<file path="config.mk">
export PLATFORM = sky130hd
export DESIGN_NAME = jk_bank_driver
export DESIGN_NICKNAME = d
export VERILOG_FILES = /design/src/rtl/jk_bank_driver_pkg.sv /design/src/rtl/jk_excite.sv /design/src/rtl/jk_bank_driver.sv
export SDC_FILE = /design/constraint.sdc
export NUM_CORES = 1
export LEC_CHECK = 0
export CELL_PAD_IN_SITES_DETAIL_PLACEMENT = 1
export CELL_PAD_IN_SITES_GLOBAL_PLACEMENT = 1
export CORE_ASPECT_RATIO = 1.25
export CORE_MARGIN = 2
export CORE_UTILIZATION = 33
export DETAILED_ROUTE_END_ITERATION = 16
export HOLD_SLACK_MARGIN = 0.15
export PLACE_DENSITY = 0.76
export SKIP_LAST_GASP = 1
export SYNTH_ARGS = -nofsm -noshare
export SYNTH_HDL_FRONTEND = slang
export SYNTH_HIERARCHICAL = 1
export SYNTH_SLANG_ARGS = --single-unit
</file>
<file path="constraint.sdc">
create_clock -name clk -period 1.71 [get_ports clk]
set_input_delay 0.171 -clock clk [delete_from_list [all_inputs] [get_ports clk]]
set_output_delay 0.171 -clock clk [all_outputs]
set_load 0.05 [all_outputs]
</file>
<file path="src/rtl/jk_bank_driver_pkg.sv">
// Shared types and constants for the JK flip-flop bank driver.
package jk_bank_driver_pkg;

  localparam int unsigned MISMATCH_CNT_W = 16;
  // Retry counter covers MAX_RETRY up to 15.
  localparam int unsigned RETRY_W        = 4;

  typedef enum logic [1:0] {
    IDLE  = 2'd0,
    DRIVE = 2'd1,
    CHECK = 2'd2
  } state_t;

endpackage

</file>
<file path="src/rtl/jk_excite.sv">
// Per-word JK excitation from current Q to requested next Q.
// Build option: JK_BANK_DRIVER_TOGGLE_EN selects toggle drive (j=k=1) for
// changing bits; otherwise changing bits get an explicit set or reset.
module jk_excite #(
  parameter int unsigned WIDTH = 8
) (
  input  logic [WIDTH-1:0] cur,
  input  logic [WIDTH-1:0] nxt,
  output logic [WIDTH-1:0] j,
  output logic [WIDTH-1:0] k
);

  logic [WIDTH-1:0] diff;

  // Only bits that must change get a non-zero excitation.
  assign diff = cur ^ nxt;

`ifdef JK_BANK_DRIVER_TOGGLE_EN
  assign j = diff;
  assign k = diff;
`else
  assign j = diff & nxt;
  assign k = diff & cur;
`endif

endmodule

</file>
<file path="src/rtl/jk_bank_driver.sv">
// Writer side of a JK flip-flop bank: accepts a target word, drives J/K for
// one cycle, checks the bank's Q, retries on mismatch.
// Build option: JK_BANK_DRIVER_TOGGLE_EN (see jk_excite).
module jk_bank_driver
  import jk_bank_driver_pkg::*;
#(
  parameter int unsigned WIDTH     = 8,
  parameter int unsigned MAX_RETRY = 2
) (
  input  logic                      clk,
  input  logic                      rst,
  input  logic                      tgt_valid,
  output logic                      tgt_ready,
  input  logic [WIDTH-1:0]          tgt_data,
  input  logic [WIDTH-1:0]          q_fb,
  output logic [WIDTH-1:0]          j,
  output logic [WIDTH-1:0]          k,
  output logic                      busy,
  output logic                      done,
  output logic                      err,
  output logic [MISMATCH_CNT_W-1:0] mismatch_cnt
);

  state_t                    state_q, state_d;
  logic [WIDTH-1:0]          target_q, target_d;
  logic [RETRY_W-1:0]        retry_q, retry_d;
  logic [WIDTH-1:0]          j_d, k_d;
  logic                      busy_d, done_d, err_d, ready_d;
  logic [MISMATCH_CNT_W-1:0] cnt_d;
  logic [WIDTH-1:0]          exc_nxt, exc_j, exc_k;

  // Excitation target: incoming word at accept, latched target on retry.
  assign exc_nxt = (state_q == IDLE) ? tgt_data : target_q;

  jk_excite #(.WIDTH(WIDTH)) u_excite (
    .cur (q_fb),
    .nxt (exc_nxt),
    .j   (exc_j),
    .k   (exc_k)
  );

  // State and output registers.
  always_ff @(posedge clk) begin
    if (rst) begin
      state_q      <= IDLE;
      target_q     <= '0;
      retry_q      <= '0;
      j            <= '0;
      k            <= '0;
      busy         <= 1'b0;
      done         <= 1'b0;
      err          <= 1'b0;
      tgt_ready    <= 1'b0;
      mismatch_cnt <= '0;
    end else begin
      state_q      <= state_d;
      target_q     <= target_d;
      retry_q      <= retry_d;
      j            <= j_d;
      k            <= k_d;
      busy         <= busy_d;
      done         <= done_d;
      err          <= err_d;
      tgt_ready    <= ready_d;
      mismatch_cnt <= cnt_d;
    end
  end

  // Next-state and next-output logic.
  always_comb begin
    state_d  = state_q;
    target_d = target_q;
    retry_d  = retry_q;
    j_d      = '0;
    k_d      = '0;
    done_d   = 1'b0;
    err_d    = 1'b0;
    cnt_d    = mismatch_cnt;

    case (state_q)
      IDLE: begin
        if (tgt_valid && tgt_ready) begin
          target_d = tgt_data;
          retry_d  = '0;
          j_d      = exc_j;
          k_d      = exc_k;
          state_d  = DRIVE;
        end
      end
      DRIVE: begin
        state_d = CHECK;
      end
      CHECK: begin
        if (q_fb == target_q) begin
          done_d  = 1'b1;
          state_d = IDLE;
        end else begin
          if (mismatch_cnt != '1) begin
            cnt_d = mismatch_cnt + MISMATCH_CNT_W'(1);
          end
          if (retry_q < RETRY_W'(MAX_RETRY)) begin
            retry_d = retry_q + RETRY_W'(1);
            j_d     = exc_j;
            k_d     = exc_k;
            state_d = DRIVE;
          end else begin
            err_d   = 1'b1;
            state_d = IDLE;
          end
        end
      end
      default: begin
        state_d = IDLE;
      end
    endcase

    busy_d  = (state_d != IDLE);
    ready_d = (state_d == IDLE);
  end

endmodule

</file>
==> flow_metrics.tcl <==
set metrics [dict create \
    grt_pass1_wl_um 10200 \
    path_class "flip-flop to flip-flop" \
    grt_use_total_pct 16.6 \
    synth.top_cell.area_share_pct 43.9 \
    ys_types 47 \
    hold_path_end "k[0]$_SDFF_PP0_" \
    fmax_mhz 586 \
    r2r_slack_ns 0.004 \
    drive_above_1_share_pct 40.1 \
    overflow 0 \
    timing.hold.worst_path_depth 3 \
    yosysSeqAreaShare_pct 43.9 \
    yosys_register_bits 50 \
    dr.pass1.iters 3 \
    synthesis.nets 256 \
    io_pins 55 \
    synth_top_area_cell "dfxtp_1" \
    final_antenna_net_count 0 \
    rsz0062_at_grt "yes" \
    vdd_ir_drop_max_uv 305 \
    leakagePower_nw 1.34 \
    num_vias 2045 \
    critPathMaxFanout 4 \
    finalWorstSetupSlack_ns 0.00389 \
    synth_cells 235 \
    clock_path_buffers 2 \
    port_buffers 54 \
    synth_edf_count 0 \
    path_clk_slew_ns 0.09 \
    root_buffer "clkbuf_8" \
    endpoint_kind "flip-flop" \
    die_w_um 78.3 \
    cap_violations 0 \
    p_per_area_mw_per_mm2 682 \
    ys_async_sr_fraction_pct 0 \
    cts_hold_buf 0 \
    grt_pass1_vias 2111 \
    routed_wl_um 6510 \
    place_congestion 0.830 \
    arrival_ns 1.90 \
    clkSinkCount 50 \
    die_area_sq_mm 0.00759 \
    row_count 33 \
    reg2reg_to "mismatch_cnt[2]$_SDFFE_PP0P_" \
    core_sq_mm 0.00661 \
    antenna_found_initial 0 \
    max_slew_margin_pct 65.3 \
    hp-start "q_fb[0]" \
    insertion_delay_ns 0.30 \
    yosysWarnings 6 \
    start_util_pct 34.5 \
    tightest_slew_ns 0.520 \
    rr_worst_depth 6 \
    min_path_type "primary input to flip-flop" \
    worstSetupStartpointType "flip-flop" \
    grt_start_max_net_pins 31 \
    cts_max_level 2 \
    post-route-period-util_pct 99.8 \
    drc 0 \
    reg2reg_from "mismatch_cnt[1]$_SDFFE_PP0P_" \
    tns_ns 0 \
    detailed_place_hpwl_um 4620 \
    via_per_inst 5.04 \
    diodes 0 \
    cp.required_ns 1.91 \
    setup_violations 0 \
    wl_per_cell_um 16.0 \
    ys_top_cells_by_area "dfxtp_1 (44%), and2b_2 (6.5%), a21oi_1 (4.8%)" \
    drv_slew 0 \
    cts_tree "yes" \
    pre_cts_slack_ns -0.363 \
    synthFlopType "dfxtp_1" \
    finClkSkew_ns 0.00450 \
    hold_viol 0 \
    syn2layout_area_growth_pct 52.0 \
    die_y_um 96.9 \
    drtIter0Drc 58 \
    cts_buffers 5 \
    worstSetupStartpoint "mismatch_cnt[1]$_SDFFE_PP0P_" \
    num-nets-final 339 \
    syn-cell-area_sq_mm 0.00228 \
    avgSynthCellArea_sq_um 9.70 \
    period_minus_slack_ns 1.71 \
    outcome "completed" \
]
per-stage QoR:
| step | total power [mW] | area [sq um] | hold WS (ns) | utilization [%] | cells |
|---|---|---|---|---|---|
| 3_3_place_gp | 1.57 | 3150 | 0.463 | 47.7 | 395 |
| 2_1_floorplan | 1.43 | 2340 | 0.307 | - | 235 |
| 3_5_place_dp | 1.58 | 3150 | 0.467 | 47.7 | 395 |
| 4_1_cts | 2.37 | 3290 | 0.445 | 49.8 | 404 |
| 5_1_grt | 2.47 | 3470 | 0.338 | 52.5 | 406 |
| 6_report | 2.36 | 3470 | 0.303 | 52.5 | 406 |
kinds of logic after synthesis:
kind of cell	share of synthesized area (%)
AND/OR/NAND/NOR	30.7
flip-flops	43.9
buffers and inverters	2.96
AO/OA/AOI/OAI	12.8
XOR/XNOR	3.07
multiplexers	5.43
adder cells (fa/ha/maj)	1.10
cells in the mapped netlist (2+ instances only):
cell       number
and4_1          3
nor2_2          2
nor3b_1         3
nand2b_1        2
and3_1          2
and2b_2        17
and2_1         16
or3_1           2
nor2_1          8
a2bb2oi_1       2
nand2_1        18
buf_2           3
dfxtp_1        50
or4_1           8
or3_2           2
inv_1           2
o41ai_1         3
nor2b_1         3
buf_6           2
nand4_1         2
nand3_1        10
o31ai_1         6
a21oi_1        22
mux2_2          8
ha_1            2
mux2_1          3
o21ai_2         2
o21ai_0         3
xnor2_1         8
clkbuf_1        4
critical path, stage by stage, from the launching register on:
cell,delay [ns]
dfxtp_4,0.38
ha_4,0.16
nand3_4,0.08
or3_4,0.36
or2_4,0.25
nand3_2,0.07
mux2_4,0.30
placed cells by master, fill, tap and decap left out, types with 5 or more instances in the layout:
cell and instances:
nor2_1 8, or4_1 7, and2_1 16, clkdlybuf4s50_1 36, xnor2_2 8, and2b_2 17, dfxtp_4 8, nand2_1 18
dfxtp_1 29, mux2_2 8, o31ai_1 6, buf_4 37, clkbuf_8 5, a21oi_1 21, nand3_1 7, dfxtp_2 13
timing repair:
| action | 4_1_cts | 5_1_grt |
|---|---|---|
| buffers inserted | 1 | 2 |
| resized for setup | 9 | 31 |
| cloned | 0 | 0 |
| endpoints found under the hold margin | 0 | 0 |
| pin swaps | 1 | 10 |
| endpoints found under the setup margin | 24 | 36 |
worst max path at each step:
stage,endpoint,slack [ns],depth (start not counted)
floorplan,mismatch_cnt[2]$_SDFFE_PP0P_,-0.07,6
global placement,mismatch_cnt[13]$_SDFFE_PP0P_,-0.28,6
detailed placement,k[3]$_SDFF_PP0_,-0.36,7
CTS,retry_q[2]$_SDFFE_PP0P_,-0.04,7
global route,mismatch_cnt[1]$_SDFFE_PP0P_,-0.06,7
finish,mismatch_cnt[2]$_SDFFE_PP0P_,0.004,6
power by group:
group          internal, mW  switching [mW]  leakage [nW]
Combinational         0.190           0.192         0.875
Sequential             1.18          0.0229         0.417
Clock                 0.380           0.397        0.0506
Total                  1.75           0.611          1.34
state kept, by name (all words and copies together), names as in the netlist:
signal	count
busy	1
done	1
err	1
j	8
k	8
mismatch_cnt	16
retry_q	4
state_q	2
target_q	8
tgt_ready	1
cell type report:
class	count	area, sq um
multi-input cells	173	1380
well taps	87	109
fillers	748	3140
clock buffers	8	101
flip-flops and latches	50	1050
repair buffers	86	817
inverters	2	7.51
routing by layer:
layer	up-vias	wire (um)	GRT usage, %
li1	1005	-	-
met1	986	2570	19.7
met2	49	3610	30.4
met3	5	273	3.64
met4	0	58	3.64
met5	-	0	0
No activity file was read; power rests on OpenSTA's default activity.
